[src/rtl/loader_write_fifo_if.sv]
// ============================================================================
// Module   : loader_write_fifo_if
// Brief    : Loader byte stream handshake plus SDRAM port-A write bus.
// Revision : 1.0 - initial release
// ============================================================================
`default_nettype none

interface loader_write_fifo_if;
  logic        in_valid;
  logic [21:0] in_addr;
  logic [7:0]  in_data;
  logic        in_ready;
  logic [21:0] mem_addr;
  logic [7:0]  mem_data;
  logic        mem_write;

  // master = loader/SDRAM side, slave = the FIFO
  modport master (
    output in_valid, in_addr, in_data,
    input  in_ready,
    input  mem_addr, mem_data, mem_write
  );

  modport slave (
    input  in_valid, in_addr, in_data,
    output in_ready,
    output mem_addr, mem_data, mem_write
  );
endinterface

`default_nettype wire

[src/rtl/loader_write_fifo.sv]
// ============================================================================
// Module   : loader_write_fifo
// Brief    : Buffers game-loader bytes and drains one per nes_ce write slot.
// Revision : 1.0 - initial release
// ============================================================================
`default_nettype none

module loader_write_fifo #(
  parameter int         DEPTH_LOG2 = 4,
  parameter logic [1:0] SLOT       = 2'd3
) (
  input  wire                  clk,
  input  wire                  reset,
  loader_write_fifo_if.slave   bus,
  input  wire [1:0]            nes_ce,
  input  wire                  load_done_in,
  output logic [DEPTH_LOG2:0]  level,
  output logic                 overflow,
  output logic                 done
);

  localparam int                    c_DEPTH   = 1 << DEPTH_LOG2;
  localparam logic [DEPTH_LOG2:0]   c_FULL    = {1'b1, {DEPTH_LOG2{1'b0}}};
  localparam logic [DEPTH_LOG2:0]   c_LVL_ONE = {{DEPTH_LOG2{1'b0}}, 1'b1};
  localparam logic [DEPTH_LOG2-1:0] c_PTR_ONE = {{(DEPTH_LOG2-1){1'b0}}, 1'b1};

  logic [29:0]           r_mem [c_DEPTH];
  logic [DEPTH_LOG2-1:0] r_wr_ptr;
  logic [DEPTH_LOG2-1:0] r_rd_ptr;
  logic [DEPTH_LOG2:0]   r_level;
  logic                  r_overflow;
  logic                  r_done;
  logic [21:0]           r_mem_addr;
  logic [7:0]            r_mem_data;
  logic                  r_mem_write;

  logic w_full;
  logic w_empty;
  logic w_push;
  logic w_slot;
  logic w_pop;

  // Pop eligibility looks only at the level held at the start of the cycle,
  // so a byte pushed on a slot edge waits for the next slot.
  assign w_full  = (r_level == c_FULL);
  assign w_empty = (r_level == '0);
  assign w_push  = bus.in_valid & ~w_full;
  assign w_slot  = (nes_ce == SLOT);
  assign w_pop   = w_slot & ~w_empty;

  always_ff @(posedge clk) begin
    if (w_push) begin
      r_mem[r_wr_ptr] <= {bus.in_addr, bus.in_data};
    end
  end

  always_ff @(posedge clk) begin
    if (reset) begin
      r_wr_ptr    <= '0;
      r_rd_ptr    <= '0;
      r_level     <= '0;
      r_overflow  <= 1'b0;
      r_done      <= 1'b0;
      r_mem_addr  <= '0;
      r_mem_data  <= '0;
      r_mem_write <= 1'b0;
    end else begin
      if (w_push) begin
        r_wr_ptr <= r_wr_ptr + c_PTR_ONE;
      end
      if (bus.in_valid && w_full) begin
        r_overflow <= 1'b1;
      end

      // mem_* only move on slot edges so each write spans a full nes_ce period
      if (w_slot) begin
        if (w_pop) begin
          {r_mem_addr, r_mem_data} <= r_mem[r_rd_ptr];
          r_mem_write              <= 1'b1;
          r_rd_ptr                 <= r_rd_ptr + c_PTR_ONE;
        end else begin
          r_mem_write <= 1'b0;
        end
      end

      case ({w_push, w_pop})
        2'b10:   r_level <= r_level + c_LVL_ONE;
        2'b01:   r_level <= r_level - c_LVL_ONE;
        default: r_level <= r_level;
      endcase

      r_done <= load_done_in & w_empty & ~r_mem_write & ~bus.in_valid;
    end
  end

  assign bus.in_ready  = ~w_full;
  assign bus.mem_addr  = r_mem_addr;
  assign bus.mem_data  = r_mem_data;
  assign bus.mem_write = r_mem_write;
  assign level         = r_level;
  assign overflow      = r_overflow;
  assign done          = r_done;

endmodule

`default_nettype wire

[src/flat_wrapper.sv]
// flat-port wrapper written by rule: the top's interface ports become plain ports
module loader_write_fifo_flat 
#(
  parameter int         DEPTH_LOG2 = 4,
  parameter logic [1:0] SLOT       = 2'd3
)
  (clk, reset, nes_ce, load_done_in, level, overflow, done, bus_in_valid, bus_in_addr, bus_in_data, bus_in_ready, bus_mem_addr, bus_mem_data, bus_mem_write);
  loader_write_fifo_if bus_i ();
  input  wire clk;
  input  wire reset;
  input  wire [1:0] nes_ce;
  input  wire load_done_in;
  output logic [DEPTH_LOG2:0] level;
  output logic overflow;
  output logic done;
  input wire logic [$bits(bus_i.in_valid)-1:0] bus_in_valid;
  input wire logic [$bits(bus_i.in_addr)-1:0] bus_in_addr;
  input wire logic [$bits(bus_i.in_data)-1:0] bus_in_data;
  output wire logic [$bits(bus_i.in_ready)-1:0] bus_in_ready;
  output wire logic [$bits(bus_i.mem_addr)-1:0] bus_mem_addr;
  output wire logic [$bits(bus_i.mem_data)-1:0] bus_mem_data;
  output wire logic [$bits(bus_i.mem_write)-1:0] bus_mem_write;
  assign bus_i.in_valid = bus_in_valid;
  assign bus_i.in_addr = bus_in_addr;
  assign bus_i.in_data = bus_in_data;
  assign bus_in_ready = bus_i.in_ready;
  assign bus_mem_addr = bus_i.mem_addr;
  assign bus_mem_data = bus_i.mem_data;
  assign bus_mem_write = bus_i.mem_write;
  loader_write_fifo #(.DEPTH_LOG2(DEPTH_LOG2), .SLOT(SLOT)) u_core (.clk(clk), .reset(reset), .bus(bus_i), .nes_ce(nes_ce), .load_done_in(load_done_in), .level(level), .overflow(overflow), .done(done));
endmodule
[config.mk]
export PLATFORM = sky130hd
export DESIGN_NAME = loader_write_fifo_flat
export DESIGN_NICKNAME = d
export VERILOG_FILES = /design/src/rtl/loader_write_fifo_if.sv /design/src/rtl/loader_write_fifo.sv /design/src/flat_wrapper.sv
export SDC_FILE = /design/constraint.sdc
export NUM_CORES = 1
export LEC_CHECK = 0
export ABC_AREA = 1
export CAP_MARGIN = 15
export CELL_PAD_IN_SITES_DETAIL_PLACEMENT = 1
export CELL_PAD_IN_SITES_GLOBAL_PLACEMENT = 1
export CORE_MARGIN = 10
export CORE_UTILIZATION = 50
export CTS_CLUSTER_DIAMETER = 100
export DETAILED_ROUTE_END_ITERATION = 8
export PLACE_DENSITY = 0.92
export SETUP_SLACK_MARGIN = 0.05
export SYNTH_ARGS = -nofsm -noshare
export SYNTH_HDL_FRONTEND = slang
export SYNTH_SLANG_ARGS = --single-unit
[constraint.sdc]
create_clock -name clk -period 7.65 [get_ports clk]
set_input_delay 1.9125 -clock clk [delete_from_list [all_inputs] [get_ports clk]]
set_output_delay 1.9125 -clock clk [all_outputs]
set_load 0.02 [all_outputs]
==> summary.md <==
Global route
- **pin count of the biggest net entering global routing** 136
- **wire length of the first global-routing pass** 106 mm
- **global route total overflow** 0
- **vias in the first global route** 17900
- **antenna violations before repair** 0
- **Total Routing Usage GR** 25.8%

Final layout
- **diode insertion count for antenna repair** 0
- **commonest cells after routing, fill and taps aside** 674 x sky130_fd_sc_hd__nand2_1, 480 x sky130_fd_sc_hd__edfxtp_1, 339 x sky130_fd_sc_hd__nand3_1
- **fraction of layout cells with a size suffix above 1** 5.86%
- **Finished Cell Area** 25400 µm²
- **Nets** 2235
- **layout-stage area growth over the synthesis result** 13.8%
- **number of cells in the finished layout apart from fillers** 2827
- **leading cell type in the layout, fill and taps excluded** sky130_fd_sc_hd__nand2_1

Detailed routing
- **remaining design rule violation count** 0
- **routed len/inst** 25.8 µm
- **vias** 16500
- **post-detailed-route via-to-cell ratio** 5.84
- **remaining number of nets flagged by the antenna check after routing** 0
- **count of routing violations after the opening detailed-route iteration** 1748
- **Routed Wire Length** 72.9 mm
- **number of iterations in the first detailed-routing pass** 6

Floorplanning
- **num rows** 77
- **Core Footprint** 44100 µm²
- **floorplan die area** 53400 µm²
- **initial cell density of the core** 50.5%
- **floorplan die width** 231 µm
- **chip height** 231 µm
- **top-level I/O count** 75

Worst setup path
- **Critical Path End Type** register
- **Data required, critical path** 7860 ps
- **classification of the worst setup path** input port to register
- **CP max stage cell** sky130_fd_sc_hd__nor2_4
- **stage delay of the slowest cell on the critical path** 1060 ps
- **maximum fanout encountered on the critical timing path** 30
- **Data arrival, critical path** 4200 ps
- **crit-path cells** clkdlybuf4s50_1, nand2_2, inv_1, nand2_1, nor2_4
- **Startpoint Class** input port

Place
- **last weighted congestion value of the routability-driven placer** 0.777
- **input/output buffers** 74
- **Post-Place Cells** 2714
- **cell area after placement** 23300 µm²
- **sum of net half-perimeters after detailed placement** 37.5 mm

STA
- **hold violation count in the final report** 0
- **worst relative slew slack** 12.4%
- **total negative slack** 0 ps
- **transition at the pin with the smallest max-transition slack** 1310 ps
- **clk_skew** 24.7 ps
- **time the worst path needs with I/O delays and setup** 3990 ps
- **share of the clock period used by the worst path after layout** 52.2%
- **fmax** 0.251 GHz
- **final setup violation count** 0
- **RSZ-0062 raised after global routing** no
- **worst hold margin** 482 ps
- **final-report max-slew violation count** 0

Yosys
- **number of enable flip-flop cells after synthesis** 480
- **number of distinct library cells after synthesis** 25
- **cell area after synthesis** 22300 µm²
- **synthesized flop and latch total** 526
- **synth warn** 0
- **ys flop type** sky130_fd_sc_hd__edfxtp_1
- **Async S/R FF share, synth** 0%
- **mean cell area of the mapped netlist** 10.4 µm²
- **sequential area share after synthesis** 68.8%
- **total nets after synthesis** 2190
- **cell count after synthesis** 2146

CTS
- **Clock Tree Root** sky130_fd_sc_hd__clkbuf_16
- **depth of the CTS H-tree** 2
- **Reg clk slew, reported paths** 60 ps
- **CTS resizes** 0
- **largest buffer count on any clock path** 3
- **clock tree from TritonCTS** done
- **number of buffers added by the clock tree synthesis step** 53
- **Sink Count** 526
- **latest clock arrival within the worst-skew pair** 620 ps
- **# Post-CTS Setup Buffers** 0
- **hold buffer count at cts** 0

Power and ir drop
- **VDD IR-drop max** 0.166 mV
- **total leakage power** 10.3 nW
- **power per standard cell area** 271 nW/µm²

Flow run
- **maximum capacitance violations** 0

Status
- **outcome** completed

Worst hold path
- **path type of the worst min-delay path** register to register

[worst max-delay path, delay by kind of cell]
kind / cells / cell delay, ps
AND/OR/NAND/NOR: 3 / 1500
buffers and inverters: 2 / 770
[metrics by stage]
step	setup WS (ps)	utilization, %	power [W]
4_1_cts	3570	56.7	0.00681
5_1_grt	3590	57.5	0.00707
3_3_place_gp	3250	52.9	0.00418
2_1_floorplan	3680	-	0.00393
3_5_place_dp	2930	52.9	0.00426
6_report	3660	57.5	0.00687
[per-layer routing]
metal	up-vias	track usage [%]	wire length, µm	share of wire [%]
met2	922	46.6	37700	52
met3	236	4.07	5430	7.4
li1	7081	-	-	-
met4	0	13.1	3480	4.8
met1	8282	29.0	26300	36
met5	-	0	0	0
[registers in the layout (all words and copies together), names as in the netlist, 4 cells and up]
signal / cells
u_core.bus.mem_addr: 22
u_core.r_wr_ptr: 4
u_core.r_mem: 480
u_core.bus.mem_data: 8
u_core.level: 5
u_core.r_rd_ptr: 4
[where the power goes]
part	switching [W]	internal (W)	total [W]
sequential	0.0000547	0.00321	0.00327
clock	0.00115	0.00145	0.00260
combinational	0.000710	0.000291	0.00100
[cell usage after synthesis (8+ instances only)]
cell / count / area [µm²]
sky130_fd_sc_hd__nor2_1: 121 / 454
sky130_fd_sc_hd__nand3_1: 339 / 1700
sky130_fd_sc_hd__buf_2: 45 / 225
sky130_fd_sc_hd__nand2_1: 674 / 2530
sky130_fd_sc_hd__dfxtp_1: 46 / 921
sky130_fd_sc_hd__o21ai_0: 20 / 100
sky130_fd_sc_hd__o21ai_1: 8 / 40.0
sky130_fd_sc_hd__edfxtp_1: 480 / 14400
sky130_fd_sc_hd__o211ai_1: 9 / 67.6
sky130_fd_sc_hd__ha_1: 8 / 100
sky130_fd_sc_hd__clkbuf_1: 24 / 90.1
sky130_fd_sc_hd__inv_1: 299 / 1120
sky130_fd_sc_hd__buf_6: 20 / 225
sky130_fd_sc_hd__a21oi_1: 14 / 70.1
sky130_fd_sc_hd__buf_1: 14 / 52.6
[logic make-up after synthesis]
group                    count (synthesis)  synth area share (%)
AND/OR/NAND/NOR                       1140                  21.2
flip-flops                             526                  68.8
buffers and inverters                  414                  8.06
AO/OA/AOI/OAI                           52                  1.28
adder cells (fa/ha/maj)                  8                 0.449
XOR/XNOR                                 6                 0.236
[layout make-up]
cell class                 count  area, µm²
fill                        4717      18800
sequential                   526      15300
multi-input combinational   1206       5280
clock buffer                  77       1530
timing repair buffer         100       1170
inverter                     304       1150
tap                          592        741
clock inverter                22        163
[worst paths after layout]
| check | startpoint | end | slack [ps] | depth (start not counted) |
|---|---|---|---|---|
| setup reg to reg | u_core.r_rd_ptr[0]$_SDFFE_PP0P_ | u_core.bus.mem_addr[13]$_SDFFE_PP0P_ | 4400 | 10 |
| hold / removal | u_core.overflow$_SDFFE_PP0P_ | u_core.overflow$_SDFFE_PP0P_ | 480 | 2 |
| hold reg to reg | u_core.overflow$_SDFFE_PP0P_ | u_core.overflow$_SDFFE_PP0P_ | 480 | 2 |
| setup / recovery | bus_in_valid | u_core.r_mem[4][6]$_DFFE_PP_ | 3660 | 5 |
No activity file was read; power rests on OpenSTA's default activity.
